File: src/rtl/change_dispenser.sv
// ============================================================================
// change_dispenser
// ----------------------------------------------------------------------------
// Pays change back to the customer. A change amount from the vending
// controller is broken into coins greedily (largest denomination first).
// The coin ejector is driven one coin at a time with an eject/ack handshake.
// Completion is reported with a done pulse. A mechanism timeout, or having no
// usable denomination left, is reported with an error pulse.
//
// Optional feature (compile-time macro CHANGE_INVENTORY_EN):
//   Adds the coin_empty[3:0] input. A set bit marks that denomination as out
//   of stock, and the selector skips it. When the macro is undefined, every
//   denomination is treated as available and the port does not exist.
//
// Parameters:
//   CURRENCY_WIDTH  width of change_amount / remaining
//   DENOM_0..3      coin values for coin_sel 0..3 (0 largest, 3 must be 1)
//   ACK_TIMEOUT     cycles in EJECT without an ack before error (1..255)
//
// Ports:
//   clk            system clock, rising edge
//   rstn           asynchronous active-low reset
//   change_amount  amount to pay, sampled together with change_start
//   change_start   single-cycle request, honoured only in IDLE
//   busy           high from the cycle after a non-zero start until DONE/ERROR exits
//   coin_sel       denomination index of the coin being ejected
//   coin_eject     eject request, held until ack or timeout
//   coin_ack       asynchronous level from the mechanism; rising edge = coin dropped
//   remaining      amount still unpaid
//   change_done    one-cycle pulse on successful completion
//   change_error   one-cycle pulse on timeout or when change cannot be made
//   coin_empty     (CHANGE_INVENTORY_EN only) per-denomination out-of-stock flags
// ============================================================================
module change_dispenser #(
    parameter int CURRENCY_WIDTH = 7,
    parameter int DENOM_0        = 10,
    parameter int DENOM_1        = 5,
    parameter int DENOM_2        = 2,
    parameter int DENOM_3        = 1,
    parameter int ACK_TIMEOUT    = 200
) (
    input  logic                      clk,
    input  logic                      rstn,
    input  logic [CURRENCY_WIDTH-1:0] change_amount,
    input  logic                      change_start,
    output logic                      busy,
    output logic [1:0]                coin_sel,
    output logic                      coin_eject,
    input  logic                      coin_ack,
`ifdef CHANGE_INVENTORY_EN
    input  logic [3:0]                coin_empty,
`endif
    output logic [CURRENCY_WIDTH-1:0] remaining,
    output logic                      change_done,
    output logic                      change_error
);

    localparam int CW = CURRENCY_WIDTH;

    // Timeout fires on the last counted cycle so that coin_eject is high for
    // exactly ACK_TIMEOUT cycles when no ack ever arrives.
    localparam logic [7:0] TIMEOUT_LAST = 8'(ACK_TIMEOUT - 1);

    typedef enum logic [2:0] {
        IDLE   = 3'd0,
        SELECT = 3'd1,
        EJECT  = 3'd2,
        DONE   = 3'd3,
        ERROR  = 3'd4
    } state_t;

    state_t state_reg;
    state_t state_next;

    // ------------------------------------------------------------------------
    // Registered datapath
    // ------------------------------------------------------------------------
    logic [CW-1:0] remaining_reg;
    logic [1:0]    coin_sel_reg;
    logic          coin_eject_reg;
    logic          busy_reg;
    logic [7:0]    cnt_reg;
    logic          ack_s0_reg;
    logic          ack_s1_reg;

    // ------------------------------------------------------------------------
    // Denomination table and coin selection
    // ------------------------------------------------------------------------
    logic [CW-1:0] denom [4];
    logic [3:0]    avail;
    logic [3:0]    fits;
    logic [3:0]    eligible;
    logic [1:0]    sel_idx;
    logic          sel_found;

    assign denom[0] = CW'(DENOM_0);
    assign denom[1] = CW'(DENOM_1);
    assign denom[2] = CW'(DENOM_2);
    assign denom[3] = CW'(DENOM_3);

`ifdef CHANGE_INVENTORY_EN
    assign avail = ~coin_empty;
`else
    assign avail = 4'b1111;
`endif

    // A denomination is a candidate when it does not exceed what is still
    // owed and the mechanism has coins of that value.
    for (genvar gi = 0; gi < 4; gi++) begin : g_eligible
        assign fits[gi]     = (denom[gi] <= remaining_reg);
        assign eligible[gi] = fits[gi] & avail[gi];
    end

    // Smallest eligible index wins, i.e. the largest coin that still fits.
    // The loop runs downward so the lowest set bit overrides the others.
    always_comb begin
        sel_idx   = 2'd0;
        sel_found = 1'b0;
        for (int i = 3; i >= 0; i--) begin
            if (eligible[i]) begin
                sel_idx   = 2'(i);
                sel_found = 1'b1;
            end
        end
    end

    // ------------------------------------------------------------------------
    // Ack edge detection and per-coin bookkeeping
    // ------------------------------------------------------------------------
    logic          ack_edge;
    logic          timeout_hit;
    logic [CW-1:0] remaining_after;

    // The edge is taken after the first synchronizer stage. A held ack stays
    // in both flops and therefore produces only one edge.
    assign ack_edge    = ack_s0_reg & ~ack_s1_reg;
    assign timeout_hit = (cnt_reg == TIMEOUT_LAST);

    // Cannot underflow: coin_sel_reg was chosen with denom <= remaining.
    assign remaining_after = remaining_reg - denom[coin_sel_reg];

    // ------------------------------------------------------------------------
    // FSM: state register
    // ------------------------------------------------------------------------
    always_ff @(posedge clk or negedge rstn) begin
        if (!rstn) begin
            state_reg <= IDLE;
        end else begin
            state_reg <= state_next;
        end
    end

    // ------------------------------------------------------------------------
    // FSM: next-state logic
    // ------------------------------------------------------------------------
    always_comb begin
        state_next = state_reg;
        case (state_reg)
            IDLE: begin
                if (change_start) begin
                    if (change_amount != '0) begin
                        state_next = SELECT;
                    end else begin
                        state_next = DONE;
                    end
                end
            end
            SELECT: begin
                // Without inventory tracking a 1-unit coin always fits, so
                // the ERROR branch is only reachable with stock exhausted.
                state_next = sel_found ? EJECT : ERROR;
            end
            EJECT: begin
                // A coin that lands on the timeout cycle still counts.
                if (ack_edge) begin
                    state_next = (remaining_after == '0) ? DONE : SELECT;
                end else if (timeout_hit) begin
                    state_next = ERROR;
                end
            end
            DONE:    state_next = IDLE;
            ERROR:   state_next = IDLE;
            default: state_next = IDLE;
        endcase
    end

    // ------------------------------------------------------------------------
    // FSM: output logic (status pulses are pure functions of state)
    // ------------------------------------------------------------------------
    always_comb begin
        change_done  = 1'b0;
        change_error = 1'b0;
        case (state_reg)
            DONE:    change_done  = 1'b1;
            ERROR:   change_error = 1'b1;
            default: begin
                change_done  = 1'b0;
                change_error = 1'b0;
            end
        endcase
    end

    // ------------------------------------------------------------------------
    // Ack synchronizer
    // ------------------------------------------------------------------------
    always_ff @(posedge clk or negedge rstn) begin
        if (!rstn) begin
            ack_s0_reg <= 1'b0;
            ack_s1_reg <= 1'b0;
        end else begin
            ack_s0_reg <= coin_ack;
            ack_s1_reg <= ack_s0_reg;
        end
    end

    // ------------------------------------------------------------------------
    // Datapath registers driven by the current state
    // ------------------------------------------------------------------------
    always_ff @(posedge clk or negedge rstn) begin
        if (!rstn) begin
            remaining_reg  <= '0;
            coin_sel_reg   <= 2'd0;
            coin_eject_reg <= 1'b0;
            busy_reg       <= 1'b0;
            cnt_reg        <= 8'd0;
        end else begin
            case (state_reg)
                IDLE: begin
                    // A zero request loads 0 and goes straight to DONE; busy
                    // is only raised when there is something to pay out.
                    if (change_start) begin
                        remaining_reg <= change_amount;
                        busy_reg      <= (change_amount != '0);
                    end
                end
                SELECT: begin
                    if (sel_found) begin
                        coin_sel_reg   <= sel_idx;
                        coin_eject_reg <= 1'b1;
                        cnt_reg        <= 8'd0;
                    end
                end
                EJECT: begin
                    cnt_reg <= cnt_reg + 8'd1;
                    if (ack_edge) begin
                        coin_eject_reg <= 1'b0;
                        remaining_reg  <= remaining_after;
                    end else if (timeout_hit) begin
                        // remaining keeps the unpaid value for the controller.
                        coin_eject_reg <= 1'b0;
                    end
                end
                DONE: begin
                    busy_reg <= 1'b0;
                end
                ERROR: begin
                    busy_reg <= 1'b0;
                end
                default: begin
                    busy_reg       <= 1'b0;
                    coin_eject_reg <= 1'b0;
                end
            endcase
        end
    end

    assign remaining  = remaining_reg;
    assign coin_sel   = coin_sel_reg;
    assign coin_eject = coin_eject_reg;
    assign busy       = busy_reg;

endmodule

File: config.mk
export PLATFORM = sky130hd
export DESIGN_NAME = change_dispenser
export DESIGN_NICKNAME = d
export VERILOG_FILES = /design/src/rtl/change_dispenser.sv
export SDC_FILE = /design/constraint.sdc
export NUM_CORES = 1
export LEC_CHECK = 0
export CAP_MARGIN = 5
export CORE_ASPECT_RATIO = 1.1
export CORE_MARGIN = 2
export CORE_UTILIZATION = 48
export DETAILED_ROUTE_END_ITERATION = 10
export PLACE_DENSITY_LB_ADDON = 0.05
export SLEW_MARGIN = 20
export SYNTH_ARGS = -nofsm -noshare
export SYNTH_HDL_FRONTEND = slang
export SYNTH_SLANG_ARGS = --single-unit
export TNS_END_PERCENT = 5
File: constraint.sdc
create_clock -name clk -period 1.9 [get_ports clk]
set_input_delay 0.38 -clock clk [delete_from_list [all_inputs] [get_ports clk]]
set_output_delay 0.38 -clock clk [all_outputs]
set_load 0.005 [all_outputs]
==> run metrics <==
row cnt 21; max_slew headroom 70.3%; WHS ~0.40 ns; number of synthesized register bits 24; CP max-delay cell dfrtp_2; # IOs 24; EDFF count, synth 0; Buf/Inv on CP 1; Least-Margin Pin Slew between 0.4 and 0.5 ns; Post-DRT Antenna Nets 0; cell breakdown of the critical path ha_4, fa_2, nand2b_1, a21oi_2, buf_6, nor3_4, a22oi_1, o2bb2ai_1; Max clock buf depth 2; Largest register FFs 8; ratio of cells with drive above 1 in the final layout around 19%; Yosys warnings 0; status finished clean; Max Clk Rate 538 MHz; CP Max Fanout 5; Tot Pwr 3.22 mW; Clk pin slew, worst setup/hold paths between 0.1 and 0.15 ns; Root Buffer clkbuf_4; global-route wire length before repair 6440 um; startpoint class of the critical path flip-flop; nets@finish 226; Final Wtd Congestion between 0.8 and 0.9; Final Cycle Share 97.8%; die area approximately 3600 sq um; commonest cells in the synthesized netlist dfrtp_1, o21ai_0, nor2_1; worst-skew pair later-pin latency between 0.3 and 0.4 ns; Crit. End Element flip-flop; Vias per Instance ~5.9; Starting DRT DRC Count 73; pwr dens about 1600 nW/um^2; setup violators final 0; Die Y about 62 um; Initial Util about half; routed len/inst 16.0 um; Lkg Pwr 0.847 nW; top cell type's share of synthesized area between 40 and 50%; final hold viol count 0; die width approximately 57 um; Max stage delay on crit path about 0.47 ns; Via Count 1435; global route overflow 0; Fillers 242; Pre-antenna DRT Iters 4; Crit path arrival time roughly 2.1 ns; Global Route Usage Sum 22.7%; DP Area ~1800 sq um; RSZ-0062 raised after global routing yes; Peak VDD IR about 1.2 mV; fin crit period between 1.5 and 2 ns; Netlist Area Pre-Place approximately 1500 sq um; Synth Flop Type dfrtp_1; largest net degree at the start of global routing 25; Finished Cell Area 1960 sq um; critical path class flip-flop to flip-flop; count of pins over their slew limit 0; Worst Skew approximately 0.0015 ns; Critical Path RT 2.12 ns; hpwl dp about 2800 um; Cells after Synth around 170; register area share after synthesis slightly above 40%; initial antenna violation count 0; core area about 3000 sq um; number of global-route vias before repair 1420; H-tree levels 1; largest area contributor in the netlist dfrtp_1; Post-synth ARST share 100%; Distinct cells, synth 45; syn avg cell area between 8 and 9 sq um; max-cap violations 0; CTS tree yes; diodes inserted 0; most common cell in the netlist dfrtp_1; Hold Path Class flip-flop to flip-flop; TritonCTS Buffers 3; I/O Buffers 23; area delta synth->final 31.8%; TritonCTS Sinks 24; DRC viols 0; synth top area cells dfrtp_1, o21ai_0, nor2_1, ha_1, a21oi_1; syn nets about 190; total wire length ~3900 um; delay-heaviest family, CP adder cells
==> power by group <==
part	switching, mW	leakage, nW	total (mW)	internal (mW)
Sequential	0.177	0.301	0.847	0.670
Clock	0.159	0.0210	0.277	0.117
Combinational	1.04	0.525	2.09	1.05
Total	1.38	0.847	3.22	1.84
==> routing by layer <==
layer | global-route usage (%) | share of wire, % | wire [um]
met1 | 30.7 | 42 | 1630
met2 | 37.1 | 51 | 1970
met3 | 2.92 | 4.9 | 189
met4 | 7.85 | 2.0 | 77
met5 | 0 | 0 | 0
==> timing repair <==
item                                    in CTS  in global routing
resized for setup                            3                 18
endpoints found under the setup margin       6                 13
endpoints found under the hold margin        0                  0
hold buffers                                 0                  0
pin swaps                                    0                  2
buffers inserted                             1                  0
==> cells by family after synthesis <==
logic type	count (synthesis)	synth area share, %
fa+ha+maj	6	5.56
buf+inv	15	5.05
compound gates	54	22.7
simple gates	69	23.7
xor+xnor	2	1.18
mux	2	1.35
flops	24	40.4
==> cell usage in the layout, fill, tap and decap left out, types with 3 or more instances in the layout <==
| master | count |
|---|---|
| o21ai_0 | 19 |
| nor3_1 | 6 |
| clkbuf_4 | 3 |
| nand2b_1 | 3 |
| inv_1 | 5 |
| buf_4 | 16 |
| a31oi_1 | 5 |
| nor2_1 | 19 |
| nand3_1 | 4 |
| nand4_1 | 5 |
| a21oi_1 | 10 |
| clkdlybuf4s50_1 | 21 |
| nand2_1 | 14 |
| dfrtp_1 | 23 |
==> final cells by class <==
cell class	count	area [sq um]	area share, %
Multi-Input combinational cell	133	881	45.0
Sequential cell	24	602	30.7
Timing Repair Buffer	41	374	19.1
Tap cell	34	42.5	2.17
Clock buffer	4	36.3	1.85
Inverter	6	22.5	1.15
==> path summary, 6_finish.rpt <==
check                                         from  slack [ns]  cells after the start                  endpoint
max                        coin_sel[0]$_DFFE_PN0N_        0.04                      8  remaining[6]$_DFFE_PN0P_
max reg2reg                coin_sel[0]$_DFFE_PN0N_        0.04                      8  remaining[6]$_DFFE_PN0P_
max in group asynchronous                     rstn        1.23                      2   coin_sel[0]$_DFFE_PN0N_
min                           ack_s0_reg$_DFF_PN0_        0.40                      0      ack_s1_reg$_DFF_PN0_
min reg2reg                   ack_s0_reg$_DFF_PN0_        0.40                      0      ack_s1_reg$_DFF_PN0_
min in group asynchronous                     rstn        0.42                      2  state_reg[2]$_DFFE_PN0P_
==> per-stage QoR <==
step	instances	utilization (%)	worst slack, ns	setup TNS [ns]
2_1_floorplan	172	-	0.0295	0
3_3_place_gp	237	61.2	0.0147	0
3_5_place_dp	237	61.2	-0.0264	-0.0350
4_1_cts	242	62.6	-0.0360	-0.0438
5_1_grt	242	65.4	-0.0413	-0.143
6_report	242	65.4	0.0427	0
No activity file was read; power rests on OpenSTA's default activity.
